===== config.mk =====
export PLATFORM = sky130hd
export DESIGN_NAME = leaderboard_reader_flat
export DESIGN_NICKNAME = d
export VERILOG_FILES = /design/src/rtl/leaderboard_pkg.sv /design/src/rtl/leaderboard_reader_if.sv /design/src/rtl/bin2bcd_seq.sv /design/src/rtl/leaderboard_reader.sv /design/src/flat_wrapper.sv
export SDC_FILE = /design/constraint.sdc
export NUM_CORES = 1
export LEC_CHECK = 0
export BUFFER_PORTS_ARGS = -buffer_cell sky130_fd_sc_hd__buf_2
export CAP_MARGIN = 20
export CORE_MARGIN = 1
export CORE_UTILIZATION = 45
export DETAILED_ROUTE_END_ITERATION = 10
export PLACE_DENSITY = 0.69
export SYNTH_ARGS = -nofsm -noshare
export SYNTH_HDL_FRONTEND = slang
export SYNTH_HIERARCHICAL = 1
export SYNTH_SLANG_ARGS = --single-unit

===== constraint.sdc =====
create_clock -name clk -period 2.6 [get_ports clk]
set_clock_uncertainty 0.05 [all_clocks]
set_input_delay 0.26 -clock clk [delete_from_list [all_inputs] [get_ports clk]]
set_output_delay 0.26 -clock clk [all_outputs]
set_load 0.01 [all_outputs]

===== src/rtl/leaderboard_pkg.sv =====
// Shared widths, BCD digit type, readout state encoding and entry-selection
// helper for the leaderboard reader.
package leaderboard_pkg;

  localparam int RANK_COUNT = 3;
  localparam int SCORE_W    = 8;
  localparam int ID_W       = 3;

  typedef logic [3:0] bcd_t;

  typedef enum logic [1:0] {
    IDLE    = 2'd0,
    CONV    = 2'd1,
    PRESENT = 2'd2,
    FINISH  = 2'd3
  } reader_state_t;

  typedef struct packed {
    logic       found;
    logic [1:0] idx;
  } sel_t;

  // Lowest-numbered entry at or after 'from' whose mask bit is set.
  function automatic sel_t next_entry(input logic [RANK_COUNT-1:0] mask,
                                      input logic [1:0]            from);
    sel_t s;
    s = '0;
    for (int i = RANK_COUNT - 1; i >= 0; i--) begin
      if (mask[i] && (2'(i) >= from)) begin
        s.found = 1'b1;
        s.idx   = 2'(i);
      end
    end
    return s;
  endfunction

endpackage


===== src/rtl/leaderboard_reader_if.sv =====
// Leaderboard input / readout bus: the reader is the slave, the requester and
// beat consumer is the master.
interface leaderboard_reader_if;
  import leaderboard_pkg::*;

  logic               start;
  logic [SCORE_W-1:0] score1, score2, score3;
  logic [ID_W-1:0]    id1, id2, id3;
  logic               busy;
  logic               out_valid;
  logic               out_ready;
  logic [1:0]         out_rank;
  logic [ID_W-1:0]    out_id;
  bcd_t               out_hund, out_tens, out_ones;
  logic               out_last;
  logic               done;

  modport slave (
    input  start, score1, score2, score3, id1, id2, id3, out_ready,
    output busy, out_valid, out_rank, out_id, out_hund, out_tens, out_ones,
           out_last, done
  );

  modport master (
    output start, score1, score2, score3, id1, id2, id3, out_ready,
    input  busy, out_valid, out_rank, out_id, out_hund, out_tens, out_ones,
           out_last, done
  );
endinterface


===== src/rtl/bin2bcd_seq.sv =====
// Serial double-dabble converter: load captures the binary value and clears
// the digits; each step does one add-3 / shift-left iteration.
module bin2bcd_seq
  import leaderboard_pkg::*;
(
  input  logic               clk,
  input  logic               clr_n,
  input  logic               load,
  input  logic               step,
  input  logic [SCORE_W-1:0] bin,
  output bcd_t               hund,
  output bcd_t               tens,
  output bcd_t               ones
);

  logic [SCORE_W-1:0] shreg;
  bcd_t               hund_adj, tens_adj, ones_adj;

  function automatic bcd_t adj3(input bcd_t d);
    return (d >= 4'd5) ? bcd_t'(d + 4'd3) : d;
  endfunction

  always_comb begin
    hund_adj = adj3(hund);
    tens_adj = adj3(tens);
    ones_adj = adj3(ones);
  end

  // Hundreds never exceeds 2 for an 8-bit input, so its top bit is dropped.
  always_ff @(posedge clk) begin
    if (!clr_n) begin
      shreg <= '0;
      hund  <= '0;
      tens  <= '0;
      ones  <= '0;
    end else if (load) begin
      shreg <= bin;
      hund  <= '0;
      tens  <= '0;
      ones  <= '0;
    end else if (step) begin
      {hund, tens, ones, shreg} <= {hund_adj[2:0], tens_adj, ones_adj, shreg, 1'b0};
    end
  end

endmodule


===== src/rtl/leaderboard_reader.sv =====
// Leaderboard readout: snapshots three ranked scores, converts each to BCD and
// streams them as valid/ready beats. Optional LEADERBOARD_READER_SKIP_ZERO_EN skips zero scores.
module leaderboard_reader
  import leaderboard_pkg::*;
(
  input  logic                 clk,
  input  logic                 clr_n,
  leaderboard_reader_if.slave  bus
);

  reader_state_t      state, state_nxt;
  logic [SCORE_W-1:0] score_in   [RANK_COUNT];
  logic [SCORE_W-1:0] score_snap [RANK_COUNT];
  logic [ID_W-1:0]    id_snap    [RANK_COUNT];
  logic [1:0]         idx, load_idx;
  logic [2:0]         cnt;
  logic [RANK_COUNT-1:0] mask_in, mask_snap;
  sel_t               first_sel, next_sel;
  logic               accept, conv_load, conv_step, is_last;
  logic [SCORE_W-1:0] load_score;
  bcd_t               hund, tens, ones;

  assign score_in[0] = bus.score1;
  assign score_in[1] = bus.score2;
  assign score_in[2] = bus.score3;

  always_comb begin
    for (int i = 0; i < RANK_COUNT; i++) begin
`ifdef LEADERBOARD_READER_SKIP_ZERO_EN
      mask_in[i]   = |score_in[i];
      mask_snap[i] = |score_snap[i];
`else
      mask_in[i]   = 1'b1;
      mask_snap[i] = 1'b1;
`endif
    end
  end

  assign first_sel = next_entry(mask_in, 2'd0);
  assign next_sel  = next_entry(mask_snap, 2'(idx + 2'd1));
  assign is_last   = !next_sel.found;
  assign accept    = (state == IDLE) && bus.start;

  always_ff @(posedge clk) begin
    if (!clr_n) state <= IDLE;
    else        state <= state_nxt;
  end

  always_comb begin
    state_nxt     = state;
    conv_load     = 1'b0;
    conv_step     = 1'b0;
    load_idx      = idx;
    bus.busy      = (state != IDLE);
    bus.done      = (state == FINISH);
    bus.out_valid = (state == PRESENT);
    bus.out_rank  = '0;
    bus.out_id    = '0;
    bus.out_hund  = '0;
    bus.out_tens  = '0;
    bus.out_ones  = '0;
    bus.out_last  = 1'b0;
    case (state)
      IDLE: begin
        if (bus.start) begin
          if (first_sel.found) begin
            state_nxt = CONV;
            conv_load = 1'b1;
            load_idx  = first_sel.idx;
          end else begin
            state_nxt = FINISH;
          end
        end
      end
      CONV: begin
        conv_step = 1'b1;
        if (cnt == 3'd7) state_nxt = PRESENT;
      end
      PRESENT: begin
        bus.out_rank = 2'(idx + 2'd1);
        bus.out_id   = id_snap[idx];
        bus.out_hund = hund;
        bus.out_tens = tens;
        bus.out_ones = ones;
        bus.out_last = is_last;
        if (bus.out_ready) begin
          if (is_last) begin
            state_nxt = FINISH;
          end else begin
            state_nxt = CONV;
            conv_load = 1'b1;
            load_idx  = next_sel.idx;
          end
        end
      end
      default: state_nxt = IDLE;
    endcase
  end

  // The first entry loads straight from the inputs; the snapshot lands on the same edge.
  assign load_score = (state == IDLE) ? score_in[load_idx] : score_snap[load_idx];

  always_ff @(posedge clk) begin
    if (!clr_n) begin
      for (int i = 0; i < RANK_COUNT; i++) begin
        score_snap[i] <= '0;
        id_snap[i]    <= '0;
      end
      idx <= '0;
      cnt <= '0;
    end else begin
      if (accept) begin
        score_snap[0] <= bus.score1;
        score_snap[1] <= bus.score2;
        score_snap[2] <= bus.score3;
        id_snap[0]    <= bus.id1;
        id_snap[1]    <= bus.id2;
        id_snap[2]    <= bus.id3;
      end
      if (conv_load) begin
        idx <= load_idx;
        cnt <= '0;
      end else if (conv_step) begin
        cnt <= cnt + 3'd1;
      end
    end
  end

  bin2bcd_seq u_bcd (
    .clk   (clk),
    .clr_n (clr_n),
    .load  (conv_load),
    .step  (conv_step),
    .bin   (load_score),
    .hund  (hund),
    .tens  (tens),
    .ones  (ones)
  );

endmodule

===== src/flat_wrapper.sv =====
// flat-port wrapper written by rule: the top's interface ports become plain ports
module leaderboard_reader_flat import leaderboard_pkg::*;
  (clk, clr_n, bus_start, bus_score1, bus_score2, bus_score3, bus_id1, bus_id2, bus_id3, bus_out_ready, bus_busy, bus_out_valid, bus_out_rank, bus_out_id, bus_out_hund, bus_out_tens, bus_out_ones, bus_out_last, bus_done);
  leaderboard_reader_if bus_i ();
  input  logic clk;
  input  logic clr_n;
  input wire logic [$bits(bus_i.start)-1:0] bus_start;
  input wire logic [$bits(bus_i.score1)-1:0] bus_score1;
  input wire logic [$bits(bus_i.score2)-1:0] bus_score2;
  input wire logic [$bits(bus_i.score3)-1:0] bus_score3;
  input wire logic [$bits(bus_i.id1)-1:0] bus_id1;
  input wire logic [$bits(bus_i.id2)-1:0] bus_id2;
  input wire logic [$bits(bus_i.id3)-1:0] bus_id3;
  input wire logic [$bits(bus_i.out_ready)-1:0] bus_out_ready;
  output wire logic [$bits(bus_i.busy)-1:0] bus_busy;
  output wire logic [$bits(bus_i.out_valid)-1:0] bus_out_valid;
  output wire logic [$bits(bus_i.out_rank)-1:0] bus_out_rank;
  output wire logic [$bits(bus_i.out_id)-1:0] bus_out_id;
  output wire logic [$bits(bus_i.out_hund)-1:0] bus_out_hund;
  output wire logic [$bits(bus_i.out_tens)-1:0] bus_out_tens;
  output wire logic [$bits(bus_i.out_ones)-1:0] bus_out_ones;
  output wire logic [$bits(bus_i.out_last)-1:0] bus_out_last;
  output wire logic [$bits(bus_i.done)-1:0] bus_done;
  assign bus_i.start = bus_start;
  assign bus_i.score1 = bus_score1;
  assign bus_i.score2 = bus_score2;
  assign bus_i.score3 = bus_score3;
  assign bus_i.id1 = bus_id1;
  assign bus_i.id2 = bus_id2;
  assign bus_i.id3 = bus_id3;
  assign bus_i.out_ready = bus_out_ready;
  assign bus_busy = bus_i.busy;
  assign bus_out_valid = bus_i.out_valid;
  assign bus_out_rank = bus_i.out_rank;
  assign bus_out_id = bus_i.out_id;
  assign bus_out_hund = bus_i.out_hund;
  assign bus_out_tens = bus_i.out_tens;
  assign bus_out_ones = bus_i.out_ones;
  assign bus_out_last = bus_i.out_last;
  assign bus_done = bus_i.done;
  leaderboard_reader u_core (.clk(clk), .clr_n(clr_n), .bus(bus_i));
endmodule

After elaboration in Yosys (flattened, before gate mapping)
Memory sizes are Yosys's and may differ from the RTL's. A register that Yosys moved wholly into a read port is not among the register bits.
Index checks and enable logic that the tools add are counted.

operators by class
  reductions and logical operators = 7
  bitwise logic cells = 8
  $lt $le $gt $ge = 7
  add/sub/neg operators = 5
  eq/ne operators = 7
  muxes and demuxes = 44

operator list
  cell                                                                                  number
  8-bit 2-to-1 mux                                                                      8
  3-bit 2-to-1 mux                                                                      8
  2-bit 2-to-1 mux                                                                      10
  4-bit 2-to-1 mux                                                                      5
  8-bit binary-select mux with 2-bit select                                             1
  4-bit by 3-bit greater-or-equal comparator with 1-bit output (second input constant)  3
  1-bit 2-to-1 mux                                                                      9
  4-bit by 2-bit adder with 4-bit output (second input constant)                        2
  1-bit bitwise OR                                                                      6
  2-bit case mux with 3 select lines                                                    1
  2-bit == test (second input constant)                                                 2
  1-bit by 2-bit greater-or-equal comparator with 1-bit output (first input constant)   2
  2-bit inequality test (second input constant)                                         2
  2-bit case mux with 2 select lines                                                    1
  2-bit nonzero test                                                                    2
  3-bit by 1-bit adder with 3-bit output (second input constant)                        1
  3-bit by 2-bit adder with 3-bit output (second input constant)                        1
  3-bit == test (second input constant)                                                 1
  3-bit greater-or-equal comparator (second input constant)                             1
  2-bit NOT with 3-bit output                                                           1
  3-bit AND reduction                                                                   1
  2-bit by 1-bit adder with 2-bit output (second input constant)                        1
  2-bit by 1-bit == test with 1-bit output (second input constant)                      1
  2-bit greater-or-equal comparator (first input constant)                              1
  7 further kinds                                                                       7

word-level totals
  bits in writable memories = 33
  output and inout port bits = 21
  memories kept = 2
  register bits after elaboration = 27

memories
  memory             words  width  read ports  clocked after Yosys merged registers in  wr ports  line                      text
  u_core.score_snap  3      8      1           0                                        3         leaderboard_reader.sv:13  logic [SCORE_W-1:0] score_snap [RANK_COUNT];
  u_core.id_snap     3      3      1           1                                        3         leaderboard_reader.sv:14  logic [ID_W-1:0] id_snap [RANK_COUNT];

Depth between registers and ports, before layout
  depth after elaboration = 14
  gate-level depth with buffers = 12

Modules after synthesis
The synthesis kept the hierarchy.

modules (own cells, without submodules)
  module              times used  cells an instance  area an instance (um^2)
  leaderboard_reader  1           206                2265.9
  bin2bcd_seq         1           141                1213.7

Least setup slack after synthesis
OpenSTA, ideal clock, no wires.

  path type = register to register
  start = reg u_core.idx[0]
  end = reg u_core.u_bcd.shreg[6]
  cell stages (with the launch flop) = 13
  clock period less this slack = 2493 ps
  data arrival time = 2328 ps
  slack = 107 ps
  required time = 2435 ps
  path through = dfxtp_1 -> inv_1 -> ha_1 -> and4b_1 -> a211o_1 -> buf_2 -> buf_6 -> mux2_4 -> a221oi_1 -> a31oi_1 -> nand2_1 -> o21ai_0 -> and2_1

on the way
  cells in the longest elaborated chain, start to end = 14

RTL lines
  item                                                 line                       text
  start: declaration                                   leaderboard_reader.sv:15   logic [1:0] idx, load_idx;
  start signal: assignment                             leaderboard_reader.sv:121  idx <= load_idx;
  2-bit by 1-bit adder with 2-bit output               leaderboard_reader.sv:40   assign next_sel = next_entry(mask_snap, 2'(idx + 2'd1));
  2-bit greater-or-equal comparator                    leaderboard_pkg.sv:29      if (mask[i] && (2'(i) >= from)) begin
  3-bit 2-to-1 mux (3 in a row)                        leaderboard_pkg.sv:29
  2-bit 2-to-1 mux                                     leaderboard_reader.sv:87   if (is_last) begin
  2-bit 2-to-1 mux                                     leaderboard_reader.sv:86   if (bus.out_ready) begin
  2-bit case mux with 2 select lines (*)               leaderboard_reader.sv:63   case (state)
  2-bit NOT with 3-bit output (not written as such)    leaderboard_reader.sv:101  assign load_score = (state == IDLE) ? score_in[load_idx] : score_snap[load_idx];
  8-bit binary-select mux with 2-bit select            leaderboard_reader.sv:101
  8-bit 2-to-1 mux (not written as such) (2 in a row)  leaderboard_reader.sv:101
  8-bit 2-to-1 mux (*)                                 leaderboard_reader.sv:101
  via u_core.load_score[6]                             leaderboard_reader.sv:20   logic [SCORE_W-1:0] load_score;
  8-bit 2-to-1 mux (*)                                 bin2bcd_seq.sv:36          end else if (load) begin
  end signal: assignment                               bin2bcd_seq.sv:37          shreg <= bin;
  end signal: assignment                               bin2bcd_seq.sv:42          {hund, tens, ones, shreg} <= {hund_adj[2:0], tens_adj, ones_adj, shreg, 1'b0};
  end: declaration                                     bin2bcd_seq.sv:16          logic [SCORE_W-1:0] shreg;

The timed path passes the listed nets; every way through them passes the cells marked *. The select of a mux whose other input is x is not followed.
A chain may end at the register's enable or synchronous reset.

Worst setup path in the final report
  start = reg u_core.idx[0]
  end = reg u_core.u_bcd.shreg[7]

The elaborated chain is that of the path after synthesis.

==> key figures <==
Cells and area
  – Finished Cell Area: between 4000 and 5000 um2
  – Number of fill cells: approximately 660
  – Fin nets: 456
  – Area growth, synth to finish: 17.9%
  – # diodes: 0
  – Layout cells sized above 1: between 20% and 30%

Die
  – Core ar.: 7370 um2
  – Initial Util: 47.2%
  – Die height: between 80 and 90 um
  – Die width: 89.9 um
  – Number of I/O pins: 58
  – Die ar.: about 8000 um2
  – Row count: 31

GRT
  – Overall Global Routing Usage: a little under a fifth
  – Initial antenna violation count: 0
  – Vias in the first global route: 2579
  – First-pass GRT wire length: approximately 12 mm
  – Pin count of the biggest net entering global routing: 42
  – Grt ovf: 0

Power
  – Net Sw Frac: 24.5%
  – Power per cell area: 573 nW/um2
  – Maximum vdd drop: approximately 280 uV
  – Sequential Power Share: around 48%
  – Combinational power share: about an eighth
  – P_int: ~1.8 mW
  – Clock network power share: 39.3%
  – P_sw: between 0.5 and 0.6 mW
  – Leak pwr: about 1.7 nW

Timing
  – RSZ-0062 raised after global routing: yes
  – Tmin final: roughly 2.4 ns
  – F_max: 414 MHz
  – Max-slew violations: 0
  – Hold Slack: between 0.1 and 0.15 ns
  – Slew HR: about two thirds
  – Tcrit/Tclk final: between 90% and 100%
  – Final Hold Viols: 0
  – Finish-stage setup viols: 0
  – Slew @ Worst Pin: 0.512 ns

Hold path
  – Worst hold-check path type: input port to register
  – WHS Path Cells: 2
  – Worst Hold Path EP: u_core/id_snap[1][2]$_SDFFCE_PN0P_
  – Startpoint of the worst hold path: bus_id2[2]

Critical path
  – Critical Path Sink Type: register
  – Worst Setup Path Type: register to register
  – R2R setup slack: 0.18 ns
  – CP Max Fanout: 10
  – CP startpoint kind: register
  – CP arrival: 2.60 ns
  – CP required: between 2 and 3 ns
  – Reg2Reg Launch Point: u_core/idx[0]$_SDFFE_PN0P_
  – R2R depth: 10
  – Worst R2R End: u_core/u_bcd/shreg[7]$_SDFFE_PN0P_

Yosys
  – Ys async rst share: 0%
  – Distinct cell type count after synthesis: a little under 50
  – Simple-Gate Fraction of Synth Area: between 20% and 30%
  – Synth Flop Type: edfxtp_1
  – EDFF count, synth: 33
  – Ranking of synthesized cells by area: edfxtp_1 28%, dfxtp_1 17%, and2_1 9.9%
  – Synth Area in Compound Gates: 13.3%
  – Synthesis Warnings: 6
  – Post-synthesis xor/xnor area fraction: less than 1%
  – Synth top area share: around 28%
  – Mapped Area: approximately 3500 um2
  – Adder-Cell Fraction of Synth Area: between 3 and 4%
  – Mux cell area share after synthesis: a little under a tenth
  – Sequential cell area fraction in the yosys report: 45.2%
  – Mapped Nets: roughly 390
  – Area leader, netlist: edfxtp_1
  – Yosys reg bits: 62
  – Syn Area/Cell: between 10 and 15 um2
  – Largest family of logic cells by synthesized area: simple AND/OR/NAND/NOR gates
  – Cell count after synthesis: about 350

Status
  – Outcome: complete, no violations

Drt
  – DRT iter0 DRCs: about 160
  – Drt pass-1 iters: 5
  – Via count: around 2.7k
  – DRT antenna net count: 0
  – Mean number of vias per cell: about 5.2
  – DRC Markers: 0
  – Post-Route WL: about 7 mm
  – Wire per inst: between 10 and 15 um

Placement
  – Area after DPL: ~3900 um2
  – RD Place Congestion: 0.811
  – # port buffers: 57
  – HPWL after DPL: approximately 4.7 mm

CTS
  – H-tree levels: 3
  – Post-CTS sizing: 0
  – Post-CTS setup buffer count: 0
  – Clock latency on the worst-skew pair: ~0.33 ns
  – Clk slew on worst S/H paths: 0.07 ns
  – Hold buffer count at cts: 0
  – CTS max path bufs: 2
  – CTS tree: built
  – Clock Sinks: between 60 and 70
  – Clk root buf: clkbuf_8
  – Total CTS buffers: 9

Job
  – Max-Cap Viols: 0
-- cell families after synthesis --
family          after synthesis
compound gates               66
xor+xnor                      1
fa+ha+maj                    10
buf+inv                      31
flops                        62
mux                          29
simple gates                148
-- metal layers --
layer | part of all wire (%) | up-vias | track usage, %
met5 | 0 | - | 0
met4 | 0.37 | 0 | 7.26
met3 | 5.4 | 2 | 4.48
met2 | 47 | 77 | 28.8
met1 | 47 | 1249 | 24.4
li1 | - | 1362 | -
-- worst max-delay path by stage --
stage	start	to	slack, ns
floorplan	u_core/idx[0]$_SDFFE_PN0P_	u_core/u_bcd/shreg[6]$_SDFFE_PN0P_	0.11
global placement	u_core/idx[0]$_SDFFE_PN0P_	u_core/u_bcd/shreg[0]$_SDFFE_PN0P_	0.13
detailed placement	u_core/idx[0]$_SDFFE_PN0P_	u_core/u_bcd/shreg[0]$_SDFFE_PN0P_	0.08
CTS	u_core/idx[0]$_SDFFE_PN0P_	u_core/u_bcd/shreg[0]$_SDFFE_PN0P_	0.06
global route	u_core/idx[0]$_SDFFE_PN0P_	u_core/u_bcd/shreg[7]$_SDFFE_PN0P_	-0.04
finish	u_core/idx[0]$_SDFFE_PN0P_	u_core/u_bcd/shreg[7]$_SDFFE_PN0P_	0.18
-- critical path, stage by stage (launching register included) --
cell and delay, ns:
dfxtp_1 0.33, inv_1 0.06, ha_1 0.29, and4b_1 0.23, a211o_4 0.35, mux2_2 0.30
a221oi_1 0.31, a31oi_1 0.10, nand2_1 0.09, o21ai_0 0.06, and2_1 0.15
-- area by class of cell --
type,instances,area (um2),area share (%)
multi-input cells,254,1750,42.5
flip-flops and latches,62,1570,38.3
repair buffers,69,400,9.76
clock buffers,10,128,3.11
well taps,99,124,3.02
clock inverters,6,86.3,2.10
inverters,13,48.8,1.19
-- state kept, by name (all words and copies together), names as in the netlist, named ones only --
name	count
u_core/u_bcd/shreg	8
u_core/cnt	3
u_core/idx	2
u_core/u_bcd/ones	4
u_core/state	2
u_core/u_bcd/tens	4
u_core/u_bcd/hund	4
u_core/score_snap	24
u_core/id_snap	9
-- layout by cell type, fill, tap and decap left out, types with 12 or more instances in the layout --
cell type	netlist	layout
buf_2	3	57
and2_1	55	55
nand2_1	41	41
edfxtp_1	33	33
dfxtp_1	29	29
nor2_1	17	16
o21ai_0	16	16
mux2_2	14	14
a31oi_1	13	13
mux2i_1	13	13
inv_1	12	12
-- synthesized netlist by cell type (2+ instances only) --
cell	count
a2111o_1	4
a21oi_1	10
mux2_2	14
inv_1	12
ha_1	10
and3b_1	2
nand3b_1	4
or3b_1	2
a221oi_1	8
nand2b_1	6
buf_6	7
o211ai_1	4
o21ai_0	16
o211a_1	2
mux2i_1	13
nand2_1	41
nor2_1	17
clkbuf_1	6
and2_1	55
a31oi_1	13
buf_2	3
a31o_1	2
nor2b_1	2
and4b_1	2
dfxtp_1	29
or3_1	3
edfxtp_1	33
nand3_1	6
-- metrics by stage --
stage               TNS, ns  utilization (%)  power [mW]  setup slack, ns  cells
global placement          0             52.5        1.44            0.129    497
finish                    0             55.7        2.35            0.182    513
CTS                       0             55.4        2.37           0.0643    513
floorplan                 0                -        1.35            0.107    347
global route        -0.0787             55.7        2.47          -0.0421    513
detailed placement        0             52.5        1.45           0.0790    497
-- power by group through the flow --
stage,registers (mW),logic [mW],clock network (mW)
2_1_floorplan,1.14,0.215,0
6_report,1.12,0.303,0.924
3_5_place_dp,1.15,0.299,0
5_1_grt,1.13,0.344,0.998
4_1_cts,1.12,0.300,0.946
3_3_place_gp,1.14,0.294,0
Note: power is estimated with default switching activity, not from simulation.
